<file path="src/rtl/lfsr_pkg.sv">
// lfsr_pkg: shared definitions for the LFSR random-source sequencer.
//   - arb_state_t : sequencer FSM encoding (WARM / READY / SEED)
//   - LFSR_DW     : default LFSR output width
//   - LFSR_LOCKUP / LFSR_LOCKUP_FIX and seed_guard(): keep the XNOR LFSR
//     out of its all-ones lockup state when it is seeded.
package lfsr_pkg;

  localparam int          LFSR_DW         = 40;
  localparam logic [31:0] LFSR_LOCKUP     = 32'hFFFF_FFFF;
  localparam logic [31:0] LFSR_LOCKUP_FIX = 32'hFFFF_FFFE;

  typedef enum logic [1:0] {
    ST_WARM  = 2'd0,
    ST_READY = 2'd1,
    ST_SEED  = 2'd2
  } arb_state_t;

  // An all-ones seed would freeze XNOR feedback; nudge it one bit off.
  function automatic logic [31:0] seed_guard(input logic [31:0] s);
    return (s == LFSR_LOCKUP) ? LFSR_LOCKUP_FIX : s;
  endfunction

endpackage

</file>
<file path="src/rtl/lfsr_rand_arbiter_rr.sv">
// rr_arbiter: combinational round-robin pick.
//   req   in  NREQ   request vector
//   ptr   in  IDW    highest-priority index (always < NREQ)
//   valid out 1      any request set
//   idx   out IDW    first set request at or after ptr, wrapping
// The pointer register lives in the parent.
module rr_arbiter #(
  parameter int NREQ = 4,
  parameter int IDW  = $clog2(NREQ)
) (
  input  logic [NREQ-1:0] req,
  input  logic [IDW-1:0]  ptr,
  output logic            valid,
  output logic [IDW-1:0]  idx
);

  logic [NREQ-1:0] rot;
  logic [IDW-1:0]  off;
  logic [IDW:0]    sum;

  assign valid = |req;

  // Rotate so ptr lands at bit 0, take the lowest set bit, then rotate back.
  always_comb begin
    rot = NREQ'({req, req} >> ptr);
    off = '0;
    for (int k = NREQ - 1; k >= 0; k--) begin
      if (rot[k]) off = IDW'(k);
    end
    sum = {1'b0, ptr} + {1'b0, off};
    idx = (sum >= (IDW+1)'(NREQ)) ? IDW'(sum - (IDW+1)'(NREQ)) : sum[IDW-1:0];
  end

endmodule

</file>
<file path="src/rtl/lfsr_rand_arbiter.sv">
// lfsr_rand_arbiter: shares one XNOR LFSR among NREQ sampling lanes.
// After reset or a reseed the LFSR free-runs for WARMUP cycles before any
// draw; consecutive draws are at least STRIDE cycles apart so each word
// carries fresh bits. Requesters are served round-robin.
//   clk, rst_n      clock, async active-low reset
//   seed_req/val    1-cycle reseed pulse and value
//   busy            1 while seeding / warming up
//   req  [NREQ]     level requests, held until ack
//   ack  [NREQ]     one-hot 1-cycle grant pulse
//   rnd_data/rnd_id word and lane of the last grant (held between acks)
//   draw_cnt        grants since reset (wraps)
//   lfsr_seed_en/in to the LFSR seed port
//   lfsr_dout       from the LFSR
module lfsr_rand_arbiter
  import lfsr_pkg::*;
#(
  parameter int NREQ   = 4,
  parameter int DW     = LFSR_DW,
  parameter int STRIDE = 32,
  parameter int WARMUP = 64
) (
  input  logic                     clk,
  input  logic                     rst_n,
  input  logic                     seed_req,
  input  logic [31:0]              seed_val,
  output logic                     busy,
  input  logic [NREQ-1:0]          req,
  output logic [NREQ-1:0]          ack,
  output logic [DW-1:0]            rnd_data,
  output logic [$clog2(NREQ)-1:0]  rnd_id,
  output logic [31:0]              draw_cnt,
  output logic                     lfsr_seed_en,
  output logic [31:0]              lfsr_seed_in,
  input  logic [DW-1:0]            lfsr_dout
);

  localparam int IDW = $clog2(NREQ);
  localparam int SW  = $clog2(STRIDE + 1);
  localparam int WW  = $clog2(WARMUP + 1);

  arb_state_t       state_q, state_d;
  logic [WW-1:0]    warm_cnt;
  logic [SW-1:0]    stride_cnt;
  logic [IDW-1:0]   ptr;
  logic [31:0]      seed_q;
  logic             grant;
  logic             ack_vld;
  logic             pick_vld;
  logic [IDW-1:0]   pick_idx;

  rr_arbiter #(.NREQ(NREQ), .IDW(IDW)) u_rr (
    .req   (req),
    .ptr   (ptr),
    .valid (pick_vld),
    .idx   (pick_idx)
  );

  // ---------------- FSM ----------------
  always_ff @(posedge clk or negedge rst_n) begin
    if (!rst_n) state_q <= ST_WARM;
    else        state_q <= state_d;
  end

  always_comb begin
    state_d = state_q;
    grant   = 1'b0;
    unique case (state_q)
      ST_WARM:  if (warm_cnt == '0) state_d = ST_READY;
      ST_READY: grant = (stride_cnt == '0) && pick_vld;
      ST_SEED:  state_d = ST_WARM;
      default:  state_d = ST_WARM;
    endcase
    // A reseed pre-empts everything, including a grant in the same cycle.
    if (seed_req) begin
      state_d = ST_SEED;
      grant   = 1'b0;
    end
  end

  // ---------------- counters / pointer ----------------
  always_ff @(posedge clk or negedge rst_n) begin
    if (!rst_n) begin
      warm_cnt   <= WW'(WARMUP - 1);
      stride_cnt <= '0;
      ptr        <= '0;
      seed_q     <= '0;
    end else begin
      // Reloaded both on the request and in SEED so a reseed during SEED
      // still enters WARM with a full count.
      if (seed_req || state_q == ST_SEED)
        warm_cnt <= WW'(WARMUP - 1);
      else if (state_q == ST_WARM && warm_cnt != '0)
        warm_cnt <= warm_cnt - 1'b1;

      // Outside READY the stride is parked at 0 so the first READY cycle
      // is immediately eligible.
      if (state_q != ST_READY || seed_req)
        stride_cnt <= '0;
      else if (grant)
        stride_cnt <= SW'(STRIDE - 1);
      else if (stride_cnt != '0)
        stride_cnt <= stride_cnt - 1'b1;

      if (grant)
        ptr <= (pick_idx == IDW'(NREQ - 1)) ? '0 : pick_idx + 1'b1;

      if (seed_req)
        seed_q <= seed_guard(seed_val);
    end
  end

  // ---------------- grant response ----------------
  always_ff @(posedge clk or negedge rst_n) begin
    if (!rst_n) begin
      ack_vld  <= 1'b0;
      rnd_data <= '0;
      rnd_id   <= '0;
      draw_cnt <= '0;
    end else begin
      ack_vld <= grant;
      if (grant) begin
        rnd_data <= lfsr_dout;
        rnd_id   <= pick_idx;
        draw_cnt <= draw_cnt + 32'd1;
      end
    end
  end

  assign ack          = ack_vld ? (NREQ'(1) << rnd_id) : '0;
  assign busy         = (state_q != ST_READY);
  assign lfsr_seed_en = (state_q == ST_SEED);
  assign lfsr_seed_in = seed_q;

endmodule

</file>
<file path="config.mk">
export PLATFORM = sky130hd
export DESIGN_NAME = lfsr_rand_arbiter
export DESIGN_NICKNAME = d
export VERILOG_FILES = /design/src/rtl/lfsr_pkg.sv /design/src/rtl/lfsr_rand_arbiter_rr.sv /design/src/rtl/lfsr_rand_arbiter.sv
export SDC_FILE = /design/constraint.sdc
export NUM_CORES = 1
export LEC_CHECK = 0
export ABC_AREA = 1
export ABC_CLOCK_PERIOD_IN_PS = 2000
export BUFFER_PORTS_ARGS = -buffer_cell sky130_fd_sc_hd__buf_2
export CORE_ASPECT_RATIO = 1.75
export CORE_UTILIZATION = 30
export CTS_BUF_LIST = sky130_fd_sc_hd__clkbuf_16
export CTS_CLUSTER_DIAMETER = 80
export DETAILED_ROUTE_END_ITERATION = 10
export SYNTH_ARGS = -nofsm -noshare
export SYNTH_HDL_FRONTEND = slang
export SYNTH_SLANG_ARGS = --single-unit
export TNS_END_PERCENT = 10
</file>
<file path="constraint.sdc">
create_clock -name clk -period 2 [get_ports clk]
set_input_delay 0.5 -clock clk [delete_from_list [all_inputs] [get_ports clk]]
set_output_delay 0.5 -clock clk [all_outputs]
set_load 0.02 [all_outputs]
</file>
Word-level counts from Yosys, hierarchy flattened

Index checks and enable logic that the tools add are counted.

Add/sub/neg operators: 6
$lt $le $gt $ge: 1
Eq/ne operators: 7
Shifts and indexed selects: 2
Multiplexer cells: 18
Reduce and logical (&&, ||, !) cells: 13

Operator list:

| operator                                                           | count |
|---|---|
| 32-bit by 1-bit adder with 32-bit output, second input constant    | 1 |
| 32-bit == test, second input constant                              | 1 |
| 32-bit two-way mux                                                 | 1 |
| 6-bit two-way mux                                                  | 3 |
| 2-bit two-way mux                                                  | 8 |
| 7-bit two-way mux                                                  | 2 |
| 8-bit by 2-bit right shift with 4-bit output                       | 1 |
| 7-bit logical NOT                                                  | 1 |
| 7-bit nonzero test                                                 | 1 |
| 7-bit by 1-bit subtractor with 7-bit output, second input constant | 1 |
| 6-bit logical NOT                                                  | 1 |
| 6-bit nonzero test                                                 | 1 |
| 6-bit by 1-bit subtractor with 6-bit output, second input constant | 1 |
| 2-bit == test, second input constant                               | 2 |
| 4-bit two-way mux                                                  | 1 |
| 2-bit case mux with 2 select lines                                 | 1 |
| 4-bit OR reduction                                                 | 1 |
| 1-bit by 2-bit << shifter with 4-bit output, first input constant  | 1 |
| 2-bit by 2-bit adder with 3-bit output                             | 1 |
| 3-bit >= comparator, second input constant                         | 1 |
| 3-bit != test, second input constant                               | 1 |
| 3-bit nonzero test                                                 | 1 |
| 2-bit by 1-bit adder with 2-bit output, second input constant      | 1 |
| 2-bit by 1-bit == test with 1-bit output, second input constant    | 1 |
| 9 further kinds                                                    | 12 |

Flip-flop bits (word level): 124
Input bits: 79
Output and inout bits: 112

Depth between registers and ports, before layout

Gate-level depths: netlist (run 1).

Depth in word-level cells: 10
Mapped depth: 13
Gate-level depth less buffers: 13

Cells and area by module

A second synthesis (run 1) with hierarchy kept.

Cells, all modules: 797
Area, all modules: 6049.6 um2

Modules (own cells, without submodules):

| module            | instances | cells each | area an instance (um2) |
|---|---|---|---|
| lfsr_rand_arbiter | 1         | 762        | 5881.9 |
| rr_arbiter        | 1         | 35         | 167.7 |

Least setup slack after synthesis (run 1)

No wires, ideal clock.

Kind: register to register
Start: register ptr[1]
End: register ptr[1]
Library setup time: 0.117 ns
Arrival: 1.579 ns
Data required time: 1.883 ns
Setup slack: 0.304 ns
Cell stages (with the launch flop): 14
Path buffers: 1
Period minus slack after synthesis: 1.696 ns
Cell sequence: dfrtp_1 clkbuf_1 inv_1 nand3_1 nand2_1 nand3_1 a21boi_0 ha_1 xor2_1 inv_1 nand2_1 nand3_1 nand2_1 nand2_1

Word-level cells in the longest chain between the ends: 10

RTL lines:

| item                                                                                      | RTL line                   | RTL |
|---|---|---|
| start: declaration                                                                        | lfsr_rand_arbiter.sv:44    | `logic [IDW-1:0] ptr;` |
| start signal: assignment                                                                  | lfsr_rand_arbiter.sv:105   | `ptr <= (pick_idx == IDW'(NREQ - 1)) ? '0 : pick_idx + 1'b1;` |
| 8-bit by 2-bit right shift with 4-bit output                                              | lfsr_rand_arbiter_rr.sv:25 | `rot = NREQ'({req, req} >> ptr);` |
| 2-bit two-way mux (4 in series)                                                           | lfsr_rand_arbiter_rr.sv:28 | `if (rot[k]) off = IDW'(k);` |
| 2-bit by 2-bit adder with 3-bit output *                                                  | lfsr_rand_arbiter_rr.sv:30 | `sum = {1'b0, ptr} + {1'b0, off};` |
| 3-bit >= comparator / 2-bit by 1-bit subtractor with 2-bit output (equally long branches) | lfsr_rand_arbiter_rr.sv:31 | `idx = (sum >= (IDW+1)'(NREQ)) ? IDW'(sum - (IDW+1)'(NREQ)) : sum[IDW-1:0];` |
| 2-bit two-way mux *                                                                       | lfsr_rand_arbiter_rr.sv:31 |  |
| 2-bit by 1-bit adder with 2-bit output / 2-bit == test (equally long branches)            | lfsr_rand_arbiter.sv:105   |  |
| 2-bit two-way mux *                                                                       | lfsr_rand_arbiter.sv:105   |  |

Mark *: on every way between the ends. The rest lies on a longest branch, timed or not.
A chain may end at the register's enable or synchronous reset.

Final worst setup path (run 1)

Start: register stride_cnt[1]
End: register draw_cnt[20]

Word-level cells in the longest chain between the ends: 4

RTL lines:

| item                     | RTL line                 | RTL |
|---|---|---|
| start: declaration       | lfsr_rand_arbiter.sv:43  | `logic [SW-1:0] stride_cnt;` |
| start signal: assignment | lfsr_rand_arbiter.sv:100 | `stride_cnt <= SW'(STRIDE - 1);` |
| start signal: assignment | lfsr_rand_arbiter.sv:102 | `stride_cnt <= stride_cnt - 1'b1;` |
| 6-bit logical NOT        | lfsr_rand_arbiter.sv:69  | `ST_READY: grant = (stride_cnt == '0) && pick_vld;` |
| 1-bit logical AND        | lfsr_rand_arbiter.sv:69  |  |
| 1-bit two-way mux        | lfsr_rand_arbiter.sv:67  | `unique case (state_q)` |
| 1-bit two-way mux        | lfsr_rand_arbiter.sv:74  | `if (seed_req) begin` |
| end signal: assignment   | lfsr_rand_arbiter.sv:124 | `draw_cnt <= draw_cnt + 32'd1;` |
| end: declaration         | lfsr_rand_arbiter.sv:31  | `output logic [31:0] draw_cnt,` |

No other way between the ends.

==> impl_metrics.json, run 1 <==
{
  "avgViaCountPerCell": 4.57,
  "drive_above_1_share": 0.264,
  "ant_nets": 0,
  "instances_no_fill": 1249,
  "setup_slack_ps": 93.3,
  "critPathKind": "flip-flop to flip-flop",
  "gr-total-overflow": 0,
  "synth.largest_area_cell": "dfrtp_1",
  "slew_viol_final": 0,
  "cts-root-buf": "clkbuf_16",
  "synth.avg_cell_area_um2": 7.62,
  "fin_crit_ps": 1910,
  "route.detailed.drc": 0,
  "ys_ff_latch": 124,
  "n_antenna_cell": 0,
  "antenna_found_initial": 0,
  "ir_drop_uv": 513,
  "crit_arrival_ps": 2220,
  "cts_tree": "done",
  "firstDrtPassIters": 5,
  "portBuffers": 190,
  "crit_path_start_kind": "flip-flop",
  "wl_um": 18100,
  "worstPathMaxFanout": 9,
  "die_y_um": 188,
  "fillers": 2048,
  "ys_warn_count": 0,
  "io_pins": 191,
  "worstSetupEndpointType": "flip-flop",
  "tightest_slew_ps": 514,
  "grt_pass1_wl_um": 28100,
  "setup_viol": 0,
  "place_ws_ps": 72.6,
  "clock_latency_ps": 410,
  "drt_iter0_drc": 274,
  "fmax_ghz": 0.524,
  "leakagePower_nw": 4.48,
  "p_per_area_nw_per_um2": 765,
  "r2r-start": "stride_cnt[1]$_DFFE_PN0P_",
  "setup-tns-final_ps": 0,
  "yosysUniqueCellTypes": 28,
  "grt_max_degree": 49,
  "fp.dieW_um": 108,
  "yosys.area.top_type_share": 0.496,
  "clock-sinks": 124,
  "nets": 1078,
  "yosys-top-cells-area": "dfrtp_1, nand2_1, nor2_1, inv_1, xor2_1",
  "worstHoldPathType": "input port to flip-flop",
  "start_util": 0.309,
  "async_reset_ff_frac": 1.00,
  "synthesis.nets": 864,
  "wl_per_cell_um": 14.5,
  "ys.flop_type": "dfrtp_1",
  "ys_seq_area_frac": 0.523,
  "crit_required_ps": 2320,
  "dp.cells": 1208,
  "synthCells": 781,
  "cts_buffers": 17,
  "clk_pin_slew_ps": 60,
  "die-area_um2": 20400,
  "h-tree-depth": 4,
  "clk_path_buf_depth": 2,
  "coreArea_um2": 19300,
  "vias": 5708,
  "finalHoldViolCount": 0,
  "status": "finished, final reports clean",
  "rows": 67,
  "crit_path_start": "stride_cnt[1]$_DFFE_PN0P_",
  "synth-edff-count": 0,
  "grt_pass1_vias": 5671,
  "slew_headroom": 0.656,
  "syn_to_final_growth_pct": 34.5,
  "hpwl_um": 13500,
  "hold_start": "lfsr_dout[13]",
  "grt_use_total": 0.182,
  "netlist_area_um2": 5950,
  "fin_skew_ps": 8.68,
  "routabilityCongestion": 0.849,
  "maxCapViolCount": 0,
  "finalCritPeriodShare": 0.953
}
==> cells in the mapped netlist (5+ instances only) <==
master and instances:
nand2_1 382, dfrtp_1 118, nor2_1 64, inv_1 54
o21ai_0 30, nand3_1 26, xor2_1 20, nor3_1 18
buf_2 9, clkbuf_1 9, nand4_1 9, dfstp_2 6
nand3b_1 5
==> cell families after synthesis <==
logic type | share of synthesized area
xor gates and xnor gates | 0.0353
AOI/OAI and AO/OA | 0.0328
DFF | 0.523
buffers and inverters | 0.0580
and+or+nand+nor | 0.343
adders and majority gates | 0.00841
==> path summary, 6_finish.rpt <==
kind	end	slack [ps]	cells after the start
setup / recovery	draw_cnt[20]$_DFFE_PN0P_	90	12
hold / removal	rnd_data[13]$_DFFE_PN0P_	280	3
setup reg to reg	draw_cnt[20]$_DFFE_PN0P_	90	12
hold reg to reg	lfsr_seed_in[1]$_DFFE_PN0P_	470	2
max in group asynchronous	rnd_data[4]$_DFFE_PN0P_	900	3
min in group asynchronous	rnd_id[0]$_DFFE_PN0P_	530	2
==> worst max-delay path: stages, from the launching register on <==
cell     delay [ps]
dfrtp_1         370
inv_2            90
ha_4            150
nand2_2          60
nor2_2          100
nand2_2          90
nor2_4          170
nand2_4          80
nor3_4          260
buf_12          180
buf_12          120
nand2_1          50
o21ai_0          90
==> power by group <==
part / switching [mW] / internal, mW / total [mW]
combinational: 0.367 / 0.200 / 0.567
sequential: 0.0621 / 2.61 / 2.67
clock: 1.10 / 1.79 / 2.89
total: 1.53 / 4.59 / 6.12
==> flip-flops by register name, indices dropped and copies added, names as in the netlist <==
register,flops
state_q,2
ack_vld,1
rnd_id,2
lfsr_seed_in,32
ptr,2
warm_cnt,7
draw_cnt,32
stride_cnt,6
rnd_data,40
==> area by class of cell <==
type	count	area, µm²	area share
multi-input cells	575	2520	0.316
repair buffers	219	1300	0.162
flip-flops and latches	124	3110	0.389
clock inverters	15	120	0.0150
clock buffers	17	425	0.0532
well taps	241	302	0.0377
inverters	58	220	0.0275
==> stage by stage <==
step	hold slack, ps	utilization	total power, mW	cell area [µm²]
2_1_floorplan	204	-	2.97	5950
5_1_grt	266	0.415	6.40	8000
3_5_place_dp	397	0.380	3.28	7320
4_1_cts	247	0.409	6.24	7880
6_report	276	0.415	6.12	8000
3_3_place_gp	400	0.380	3.28	7320
==> what timing repair did <==
item                       4_1_cts  5_1_grt
setup buffers                    0        6
setup endpoints to repair        0       27
hold endpoints to repair        12        0
resized for setup                0       16
hold buffers                     1        0
==> routing by layer <==
metal / GRT usage / wire [µm] / vias up
met1: 0.182 / 6600 / 2666
met2: 0.345 / 10200 / 168
met4: 0.0894 / 623 / 0
met3: 0.0367 / 621 / 39
li1: - / - / 2835
met5: 0 / 0 / -
==> layout by cell type (no fill, tap or decap), types with 2 or more instances in the layout <==
| master | Yosys | final |
|---|---|---|
| buf_2 | 9 | 189 |
| buf_12 | 0 | 7 |
| inv_1 | 54 | 56 |
| clkinv_1 | 1 | 4 |
| inv_2 | 3 | 5 |
| xor2_1 | 20 | 20 |
| o211ai_1 | 3 | 3 |
| o21ai_1 | 0 | 2 |
| bufinv_16 | 0 | 2 |
| nor2_1 | 64 | 64 |
| clkbuf_16 | 0 | 19 |
| xnor2_1 | 4 | 4 |
| nand3_1 | 26 | 25 |
| nor3_1 | 18 | 18 |
| dfrtp_2 | 0 | 3 |
| ha_1 | 4 | 3 |
| nand3b_1 | 5 | 5 |
| dfstp_2 | 6 | 6 |
| clkinvlp_4 | 0 | 2 |
| nand2_2 | 2 | 2 |
| buf_4 | 3 | 20 |
| clkinv_2 | 0 | 3 |
| o21ai_0 | 30 | 27 |
| a21oi_1 | 3 | 3 |
| nand2_1 | 382 | 381 |
| nand4_1 | 9 | 9 |
| dfrtp_1 | 118 | 115 |
No activity file was read; power rests on OpenSTA's default activity.
==> run 2, diff against run 1 <==
--- a/config.mk
+++ b/config.mk
@@ -13,6 +13,7 @@
 export CTS_BUF_LIST = sky130_fd_sc_hd__clkbuf_16
 export CTS_CLUSTER_DIAMETER = 80
 export DETAILED_ROUTE_END_ITERATION = 10
+export REMOVE_ABC_BUFFERS = 1
 export SYNTH_ARGS = -nofsm -noshare
 export SYNTH_HDL_FRONTEND = slang
 export SYNTH_SLANG_ARGS = --single-unit
==> run 2 against run 1 <==
Net effect:
- routed wire length decreased by 1.1%
- total power grew 3.9%
- clock skew down 0.60 ps
- final cell count fell by 0.16%
- sequential power hardly changed
- core utilization grew 0.30 points
- clock power grew 8.7%
- critical path depth fell by 1
- highest routed layer unchanged
- fmax shrank 1.5%
- via count down 0.81%
- hold slack got worse by 2.5 ps
- flip-flop and latch count unchanged
==> impl_metrics.json, run 2 (synthesis gave the netlist of run 1 again) <==
{
  "setup_viol": 0,
  "antenna_found_initial": 0,
  "worstHoldPathType": "input port to flip-flop",
  "critPathKind": "flip-flop to flip-flop",
  "vias": 5662,
  "crit_required_ps": 2300,
  "largest_register": "rnd_data",
  "final_cell_mix": "nand2_1, buf_2, dfrtp_1",
  "fin_skew_ps": 8.08,
  "status": "finished, final reports clean",
  "grt_pass1_wl_um": 27300,
  "grt_pass1_vias": 5517,
  "fmax_ghz": 0.517,
  "ir_drop_uv": 852,
  "finalCritPeriodShare": 0.967,
  "coreArea_um2": 19300,
  "maxCapViolCount": 0,
  "avgViaCountPerCell": 4.54,
  "cts_buffers": 17,
  "crit_arrival_ps": 2230,
  "rows": 67,
  "p_per_area_nw_per_um2": 789,
  "routabilityCongestion": 0.947,
  "crit_path_start_kind": "flip-flop",
  "route.detailed.drc": 0,
  "wl_um": 17900,
  "slew_viol_final": 0,
  "setup-tns-final_ps": 0,
  "grt_max_degree": 56,
  "drt_iter0_drc": 307,
  "worstPathMaxFanout": 5,
  "instances_no_fill": 1247,
  "io_pins": 191,
  "wl_per_cell_um": 14.3,
  "hpwl_um": 12800,
  "fin_crit_ps": 1930,
  "grt_use_total": 0.176,
  "clock-sinks": 124,
  "layout_commonest_cell": "nand2_1",
  "cts-root-buf": "clkbuf_16",
  "worstSetupEndpointType": "flip-flop",
  "die-area_um2": 20400,
  "cts_tree": "done",
  "clk_path_buf_depth": 2,
  "clk_pin_slew_ps": 60,
  "ant_nets": 0,
  "gr-total-overflow": 0,
  "clock_latency_ps": 420,
  "slew_headroom": 0.664,
  "dp.cells": 1202,
  "fp.dieW_um": 108,
  "finalHoldViolCount": 0,
  "tightest_slew_ps": 500,
  "start_util": 0.309,
  "portBuffers": 190,
  "largest_reg_flops": 40,
  "die_y_um": 188,
  "drive_above_1_share": 0.263,
  "nets": 1076,
  "h-tree-depth": 4,
  "setup_slack_ps": 65.0,
  "syn_to_final_growth_pct": 35.4,
  "firstDrtPassIters": 6,
  "post-route-util": 0.418,
  "rsz0062_at_grt": "true",
  "leakagePower_nw": 4.50,
  "n_antenna_cell": 0,
  "place_ws_ps": 28.1
}
run 2: changes by cell type in the layout (fill, tap and decap cells not counted), moves of 2 or more:
cell       change
inv_1          -2
buf_4          -6
o21ai_1        +5
buf_12         -2
buf_6          +4
bufinv_16      +2
o21ai_0        -4
run 2: cell type report:
class | count | area, µm²
clock buffers | 17 | 425
multi-input cells | 575 | 2530
inverters | 58 | 223
clock inverters | 15 | 169
well taps | 241 | 302
fillers | 1996 | 11200
flip-flops and latches | 124 | 3110
repair buffers | 217 | 1300
run 2: worst paths after layout:
kind,from,to,slack [ps],cells past startpoint
worst max-delay path,stride_cnt[1]$_DFFE_PN0P_,draw_cnt[5]$_DFFE_PN0P_,70,11
worst max register to register,stride_cnt[1]$_DFFE_PN0P_,draw_cnt[5]$_DFFE_PN0P_,70,11
worst min register to register,lfsr_seed_in[2]$_DFFE_PN0P_,lfsr_seed_in[2]$_DFFE_PN0P_,460,2
max in group asynchronous,rst_n,warm_cnt[5]$_DFFE_PN1P_,880,3
min in group asynchronous,rst_n,lfsr_seed_in[21]$_DFFE_PN0P_,490,2
worst min-delay path,lfsr_dout[18],rnd_data[18]$_DFFE_PN0P_,270,3
run 2: through the flow:
| stage | area (µm²) | hold slack (ps) | power (mW) |
|---|---|---|---|
| after floorplan | 5820 | 204 | 2.96 |
| after global placement | 7250 | 389 | 3.26 |
| after detailed placement | 7250 | 390 | 3.27 |
| after CTS | 7860 | 246 | 6.46 |
| after global routing | 8060 | 261 | 6.63 |
| final | 8060 | 273 | 6.36 |
run 2: what timing repair did:
action / in CTS / in global routing
endpoints found under the hold margin: 14 / 0
setup endpoints to repair: 0 / 15
hold buffers: 1 / 0
buffers inserted: 0 / 6
resized for setup: 0 / 27
run 2: critical path: stages, from the launching register on:
cell	delay (ps)
dfrtp_1	370
inv_2	80
ha_4	150
nand2_4	60
nor2_4	100
nand2_2	90
nor2_4	170
nand2_4	70
nor3_4	310
buf_6	190
clkbuf_16	150
o21ai_0	70
run 2: power by group:
group          switching [mW]  internal (mW)  total, mW
logic                   0.363          0.195      0.558
registers              0.0630           2.61       2.67
clock network            1.09           2.04       3.14
total                    1.52           4.84       6.36
run 2: per-layer routing:
layer  vias to the layer above  GRT usage  part of all wire
li1                       2839          -                 -
met2                       172      0.325              0.55
met4                         0     0.0925             0.046
met1                      2600      0.178              0.36
met5                         -          0                 0
met3                        51     0.0387             0.041
